$ cat src/rtl/drm_sync_fifo_ctrl.sv
// drm_sync_fifo_ctrl: first-word-fall-through FIFO built around an external
// simple-dual-port block RAM with a 1-cycle, unregistered read port. A 2-entry
// output buffer absorbs the RAM read latency so a word can leave every cycle.
module drm_sync_fifo_ctrl #(
  parameter int DATA_WIDTH   = 32,
  parameter int ADDR_WIDTH   = 12,
  parameter int AFULL_THRESH = 4032
) (
  input  logic                  clk,
  input  logic                  rst,
  input  logic [DATA_WIDTH-1:0] s_data,
  input  logic                  s_valid,
  output logic                  s_ready,
  output logic [DATA_WIDTH-1:0] m_data,
  output logic                  m_valid,
  input  logic                  m_ready,
  output logic [ADDR_WIDTH:0]   level,
  output logic                  almost_full,
  output logic [DATA_WIDTH-1:0] ram_wr_data,
  output logic [ADDR_WIDTH-1:0] ram_wr_addr,
  output logic                  ram_wr_en,
  output logic [ADDR_WIDTH-1:0] ram_rd_addr,
  input  logic [DATA_WIDTH-1:0] ram_rd_data
);

  localparam int DEPTH = 1 << ADDR_WIDTH;
  localparam int CW    = ADDR_WIDTH + 1;

  logic [ADDR_WIDTH-1:0] wr_ptr, rd_ptr;
  logic [CW-1:0]         mem_count, mem_count_nxt;
  logic                  rd_inflight;
  logic [1:0]            ob_count, ob_count_nxt;
  logic [DATA_WIDTH-1:0] ob0, ob1, ob0_nxt, ob1_nxt;
  logic                  push, pop, rd_issue;
  logic [2:0]            ob_occ;

  assign s_ready = !rst && (mem_count != CW'(DEPTH));
  assign push    = s_valid && s_ready;
  assign m_valid = (ob_count != 2'd0);
  assign m_data  = ob0;
  assign pop     = m_valid && m_ready;

  // Slots the output buffer will still be committed to after this cycle's pop;
  // a new read may only be launched if one slot remains for its data.
  assign ob_occ   = {1'b0, ob_count} + {2'b00, rd_inflight} - {2'b00, pop};
  assign rd_issue = !rst && (mem_count != '0) && (ob_occ < 3'd2);

  assign ram_wr_data = s_data;
  assign ram_wr_addr = wr_ptr;
  assign ram_wr_en   = push;
  assign ram_rd_addr = rd_ptr;

  assign level = mem_count + CW'(rd_inflight) + CW'(ob_count);

  // Words resident in RAM: push adds one, read launch removes one.
  always_comb begin
    mem_count_nxt = mem_count;
    case ({push, rd_issue})
      2'b10:   mem_count_nxt = mem_count + CW'(1);
      2'b01:   mem_count_nxt = mem_count - CW'(1);
      default: mem_count_nxt = mem_count;
    endcase
  end

  // Output buffer: shift on pop first, then land returning RAM data in the
  // first free slot so ordering is kept.
  always_comb begin
    ob0_nxt      = ob0;
    ob1_nxt      = ob1;
    ob_count_nxt = ob_count;
    if (pop) begin
      ob0_nxt      = ob1;
      ob_count_nxt = ob_count - 2'd1;
    end
    if (rd_inflight) begin
      if (ob_count_nxt == 2'd0) ob0_nxt = ram_rd_data;
      else                      ob1_nxt = ram_rd_data;
      ob_count_nxt = ob_count_nxt + 2'd1;
    end
  end

  // State update; reset discards everything including a read in flight.
  always_ff @(posedge clk) begin
    if (rst) begin
      wr_ptr      <= '0;
      rd_ptr      <= '0;
      mem_count   <= '0;
      rd_inflight <= 1'b0;
      ob_count    <= 2'd0;
      ob0         <= '0;
      ob1         <= '0;
      almost_full <= 1'b0;
    end else begin
      if (push)     wr_ptr <= wr_ptr + 1'b1;
      if (rd_issue) rd_ptr <= rd_ptr + 1'b1;
      mem_count   <= mem_count_nxt;
      rd_inflight <= rd_issue;
      ob_count    <= ob_count_nxt;
      ob0         <= ob0_nxt;
      ob1         <= ob1_nxt;
      almost_full <= (mem_count_nxt >= CW'(AFULL_THRESH));
    end
  end

endmodule

$ cat config.mk
export PLATFORM = sky130hd
export DESIGN_NAME = drm_sync_fifo_ctrl
export DESIGN_NICKNAME = d
export VERILOG_FILES = /design/src/rtl/drm_sync_fifo_ctrl.sv
export SDC_FILE = /design/constraint.sdc
export NUM_CORES = 1
export LEC_CHECK = 0
export BUFFER_PORTS_ARGS = -buffer_cell sky130_fd_sc_hd__buf_2
export CAP_MARGIN = 0
export CORE_MARGIN = 2
export CORE_UTILIZATION = 30
export DETAILED_ROUTE_END_ITERATION = 8
export GPL_ROUTABILITY_DRIVEN = 0
export PLACE_DENSITY_LB_ADDON = 0.2
export RECOVER_POWER = 50
export SLEW_MARGIN = 25
export SYNTH_ARGS = -nofsm -noshare
export SYNTH_HDL_FRONTEND = slang
export SYNTH_SLANG_ARGS = --single-unit
$ cat constraint.sdc
create_clock -name clk -period 6.1 [get_ports clk]
set_input_delay 0.61 -clock clk [delete_from_list [all_inputs] [get_ports clk]]
set_output_delay 0.61 -clock clk [all_outputs]
set_load 0.1 [all_outputs]
Word level (Yosys, flattened, before mapping)
Cells that the tools add are included.
Widths: inputs -> output; s select.
Cells by class
  bitwise logic cells: 1
  muxes and demuxes: 6
  magnitude comparators: 2
  reduce and logical (&&, ||, !) cells: 10
  add/subtract/negate cells: 10
  eq/ne operators: 3
Operators with widths (number)
  $mux 32: 3
  $pmux 13 s2: 1
  $add 12x1->12 const B: 2
  $add 13x1->13: 1
  $add 13x1->13 const B: 1
  $add 13x2->13: 1
  $ge 13x12->1 const B: 1
  $ne 13x13->1 const B: 1
  $reduce_bool 13->1: 1
  $sub 13x1->13 const B: 1
  $logic_and 1x1->1: 5
  $mux 2: 2
  $add 2x1->3: 1
  $lt 3x2->1 const B: 1
  $sub 3x1->3: 1
  $add 2x1->2 const B: 1
  $eq 2x1->1 const B: 1
  $eq 2x2->1 const B: 1
  $logic_not 2->1: 1
  $reduce_and 2->1: 1
  $reduce_bool 2->1: 1
  $sub 2x1->2 const B: 1
  $logic_not 1->1: 1
  $not 1->1: 1
Word-level totals
  flip-flop bits (word level): 105
  bits of input ports: 68
  logic and storage cells: 40

Longest topological paths before layout
  depth in word-level cells: 8
  mapped depth: 23
  gate-level depth less buffers: 21

Worst setup path before layout
OpenSTA, ideal clock, no wires.
  kind: reg-to-reg
  from: register ob_count[1]
  to: register almost_full
  slack: 0.306 ns
  buffers on the path: 1
  cell stages (with the launch flop): 23
  setup time: 0.129 ns
  required time: 5.971 ns
  data arrival time: 5.665 ns
  cells stage by stage: dfxtp_1 inv_1 ha_1 inv_1 nand2_1 clkbuf_1 inv_1 ha_1 inv_1 ha_1 inv_1 fa_1 xnor2_1 o2111a_1 ha_1 ha_1 a21o_1 a221oi_4 nor2b_2 a221oi_1 mux2i_1 xor2_1 o22ai_1
Between the ends
  longest elaborated chain between the ends: 8
  elaborated cells between the ends (all ways): 10
RTL lines
  start, declared: RTL line 32  | logic [1:0] ob_count, ob_count_nxt;
  start signal, assigned: RTL line 98  | ob_count <= ob_count_nxt;
  $reduce_bool 2->1 (*): RTL line 39  | assign m_valid = (ob_count != 2'd0);
  net m_valid: RTL line 15  | output logic m_valid,
  $logic_and 1x1->1 (*): RTL line 41  | assign pop = m_valid && m_ready;
  $sub 3x1->3 (*): RTL line 45  | assign ob_occ = {1'b0, ob_count} + {2'b00, rd_inflight} - {2'b00, pop};
  $lt 3x2->1 (*): RTL line 46  | assign rd_issue = !rst && (mem_count != '0) && (ob_occ < 3'd2);
  $logic_and 1x1->1 (*): RTL line 46
  net rd_issue: RTL line 34  | logic push, pop, rd_issue;
  $eq 2x1->1 or $eq 2x2->1 (tied branches): RTL line 58  | case ({push, rd_issue})
  $pmux 13 s2 (*): RTL line 58
  $ge 13x12->1 (*): RTL line 101  | almost_full <= (mem_count_nxt >= CW'(AFULL_THRESH));
  end signal, assigned: RTL line 101
  end, declared: RTL line 18  | output logic almost_full,
Mark *: on every way through the listed nets, which the timed path passes. The rest lies on a longest branch.
A chain may end at the register's enable or synchronous reset.

Final worst setup path
  from: register ob_count[1]
  to: register almost_full
Between the ends
  longest elaborated chain between the ends: 8
  elaborated cells between the ends (all ways): 10
RTL lines (RTL line)
  branches (longest 2 deep; another with $add 2x1->3)
  $sub 3x1->3 (*): 45
  $lt 3x2->1 (*): 46
  $logic_and 1x1->1 (*): 46
  net rd_issue: 34
  $eq 2x1->1 or $eq 2x2->1 (tied branches): 58
  $pmux 13 s2 (*): 58
  $ge 13x12->1 (*): 101
Mark *: on every way through the listed nets, which the timed path passes.

==> results.py <==
metrics = {
    "status": {
        "status": "finished, violations left",
        "violations": "capacitance limit, slew limit",
    },
    "worst_hold_path": {
        "hold_path_depth": 2,
        "hold_end": "ob1[28]",
        "min_path_type": "reg -> reg",
        "hold_start": "ob1[28]",
    },
    "timing": {
        "setup_tns_ns": 0,
        "finalCritPeriodShare_pct": 83.8,
        "hold_viol": 0,
        "tightest_slew_ns": 2.64,
        "skew_ns": 0.0101,
        "hold_slack_ns": 0.454,
        "slew_viol_final": 35,
        "setup_viol": 0,
        "grt_setup_unrepaired": "no",
        "relSlewSlack_pct": -75.9,
        "fmax_ghz": 0.196,
        "fin_crit_ns": 5.11,
    },
    "global_routing": {
        "track_usage_pct": 13.8,
        "grt_overflow": 0,
        "first_global_vias": 4182,
        "grt_pass1_wl_um": 20500,
        "grt_max_degree": 65,
        "antenna_found_initial": 1,
    },
    "clock_network": {
        "cts_tree": "done",
        "cts_hold_buf": 0,
        "cts_setup_buffers": 0,
        "clk_path_buf_depth": 2,
        "htreeDepth": 3,
        "cts_resized": 0,
        "cts_buffers": 9,
        "cts_root_buffer": "clkbuf_16",
        "cts_sinks": 105,
        "clock_latency_ns": 0.35,
        "clk_pin_slew_ns": 0.08,
    },
    "place": {
        "postPlaceCellArea_um2": 5730,
        "portBuffers": 108,
        "place_hpwl_um": 8810,
    },
    "logic_synthesis": {
        "ys_types": 45,
        "syn_nets": 697,
        "synth_edf_count": 0,
        "avgSynthCellArea_um2": 8.64,
        "synth_common_cells": "dfxtp_1, nand2_1, nor2_1, a21oi_1, mux2i_1",
        "ys_top_cells_by_area": "dfxtp_1, mux2i_1, nand2_1, nor2_1, a211oi_1",
        "synth_flop_cell": "dfxtp_1",
        "yosys.area.top_type_share_pct": 40.1,
        "ys_ff_latch": 105,
        "synthMostInstantiatedCell": "dfxtp_1",
        "netlist_instances": 606,
        "yosysWarnings": 0,
        "async_reset_ff_share_pct": 0,
        "syn-cell-area_um2": 5240,
        "synth_area_leader_cell": "dfxtp_1",
        "ys_seq_area_share_pct": 40.1,
    },
    "route": {
        "drc": 0,
        "num_vias": 4348,
        "final_antenna_net_count": 0,
        "routed_via_density": 4.84,
        "drt_wl_total_um": 12900,
        "first_pass_iters": 4,
        "first_iter_violations": 169,
        "wl_per_cell_um": 14.3,
    },
    "setup_path": {
        "worst_ep_required_time_ns": 6.38,
        "r2r_setup_slack_ns": 0.99,
        "startpoint_type": "flop",
        "cp.arrival_ns": 5.39,
        "r2r_cells": 21,
        "worst_setup_path_end_kind": "flop",
        "crit_type": "reg -> reg",
        "r2r_end": "almost_full",
        "cp_max_fo": 14,
        "worst_r2r_startpoint": "ob_count[1]",
    },
    "die": {
        "ios": 173,
        "start_util_pct": 30.5,
        "die-area_um2": 18500,
        "core_region_area_um2": 17200,
        "die_y_um": 136,
        "rows": 48,
        "dieWidth_um": 136,
    },
    "pwr": {
        "intPower_uw": 1640,
        "seqPwrFrac_pct": 26.7,
        "power_switching_uw": 2050,
        "pwr-share-clk_pct": 15.5,
        "vdd.ir_drop.worst_uv": 283,
        "pwr_density_cell_nw_per_um2": 620,
        "pwr-share-comb_pct": 57.9,
        "p_sw_share_pct": 55.6,
        "p_leak_uw": 0.00255,
    },
    "layout": {
        "fill_cells": 1843,
        "drive_gt1_share_pct": 11.6,
        "fin_util_pct": 34.6,
        "fin_area_um2": 5950,
        "finalNetCount": 758,
        "syn_to_final_growth_pct": 13.5,
    },
    "flow_run": {
        "drv_cap": 1,
    },
}
worst max-delay path by stage:
stage | from | end | slack [ns] | depth (start not counted)
2_1_floorplan | ob_count[1] | almost_full | 0.31 | 22
3_3_place_gp | ob_count[1] | almost_full | 1.18 | 21
3_5_place_dp | ob_count[1] | almost_full | 0.99 | 21
4_1_cts | ob_count[1] | almost_full | 0.96 | 21
5_1_grt | ob_count[1] | almost_full | 0.51 | 21
6_report | ob_count[1] | almost_full | 0.99 | 21
state kept, by name, summed over array words and instances, names as in the netlist:
signal	flops
m_data	32
ob_count	2
almost_full	1
ram_rd_addr	12
ram_wr_addr	12
ob1	32
rd_inflight	1
mem_count	13
layout by cell type (no fill, tap or decap), types with 4 or more instances in the layout:
master	instances
a21o_1	8
fa_1	4
inv_1	15
nand4_1	8
buf_4	4
nand2_1	87
a21oi_1	47
ha_1	19
nor2_1	76
clkbuf_16	9
dfxtp_1	105
mux2i_1	37
o21ai_0	5
a211oi_1	33
and3_1	9
nand3_1	9
xor2_1	23
xnor2_1	19
buf_2	49
clkbuf_1	60
per-layer routing:
metal | vias up | track usage [%] | share of wire [%]
li1 | 2170 | - | -
met1 | 2024 | 17.3 | 46
met2 | 125 | 22.5 | 46
met3 | 29 | 4.47 | 7.0
met4 | 0 | 4.28 | 1.6
met5 | - | 0 | 0
worst max-delay path: stages, from the launching register on:
cell and delay (ns):
dfxtp_1 0.49, inv_1 0.08, ha_1 0.18, inv_1 0.07, nand2_2 0.05, inv_1 0.06, ha_1 0.23, inv_1 0.06
ha_1 0.14, inv_1 0.05, fa_1 0.38, xnor2_1 0.21, o2111a_1 0.40, ha_1 0.57, ha_1 0.39, a21o_1 0.24
a221oi_4 0.35, nor2b_2 0.11, or4b_4 0.53, o21ai_1 0.16, nand4b_1 0.12, o22ai_1 0.16
area by class of cell:
| type | count | area [µm²] | share of cell area, % |
|---|---|---|---|
| Clock buffer | 10 | 229 | 3.85 |
| Clock inverter | 6 | 60.1 | 1.01 |
| Sequential cell | 105 | 2100 | 35.4 |
| Multi-Input combinational cell | 424 | 2720 | 45.7 |
| Antenna cell | 1 | 2.50 | 0.0421 |
| Timing Repair Buffer | 112 | 497 | 8.35 |
| Inverter | 15 | 56.3 | 0.947 |
| Tap cell | 225 | 282 | 4.73 |
power by group through the flow:
stage               clock network, µW  logic [µW]  registers [µW]
finish                            570        2130             984
global route                      621        2290            1010
CTS                               597        2160             983
detailed placement                  0        2150             999
global placement                    0        2120             994
floorplan                           0        1330            1560
through the flow:
step           setup WS [ns]  power [µW]  std cells
6_report               0.988        3690        898
2_1_floorplan          0.306        2890        606
5_1_grt                0.509        3920        897
3_5_place_dp           0.989        3150        881
4_1_cts                0.958        3740        897
3_3_place_gp            1.18        3120        881
logic make-up after synthesis:
logic type	synth area share [%]
and+or+nand+nor	17.8
AOI/OAI and AO/OA	13.6
DFF	40.1
buffers and inverters	8.20
xor gates and xnor gates	7.03
muxes	7.07
adders and majority gates	6.07
Power figures use the tool's default switching activity.
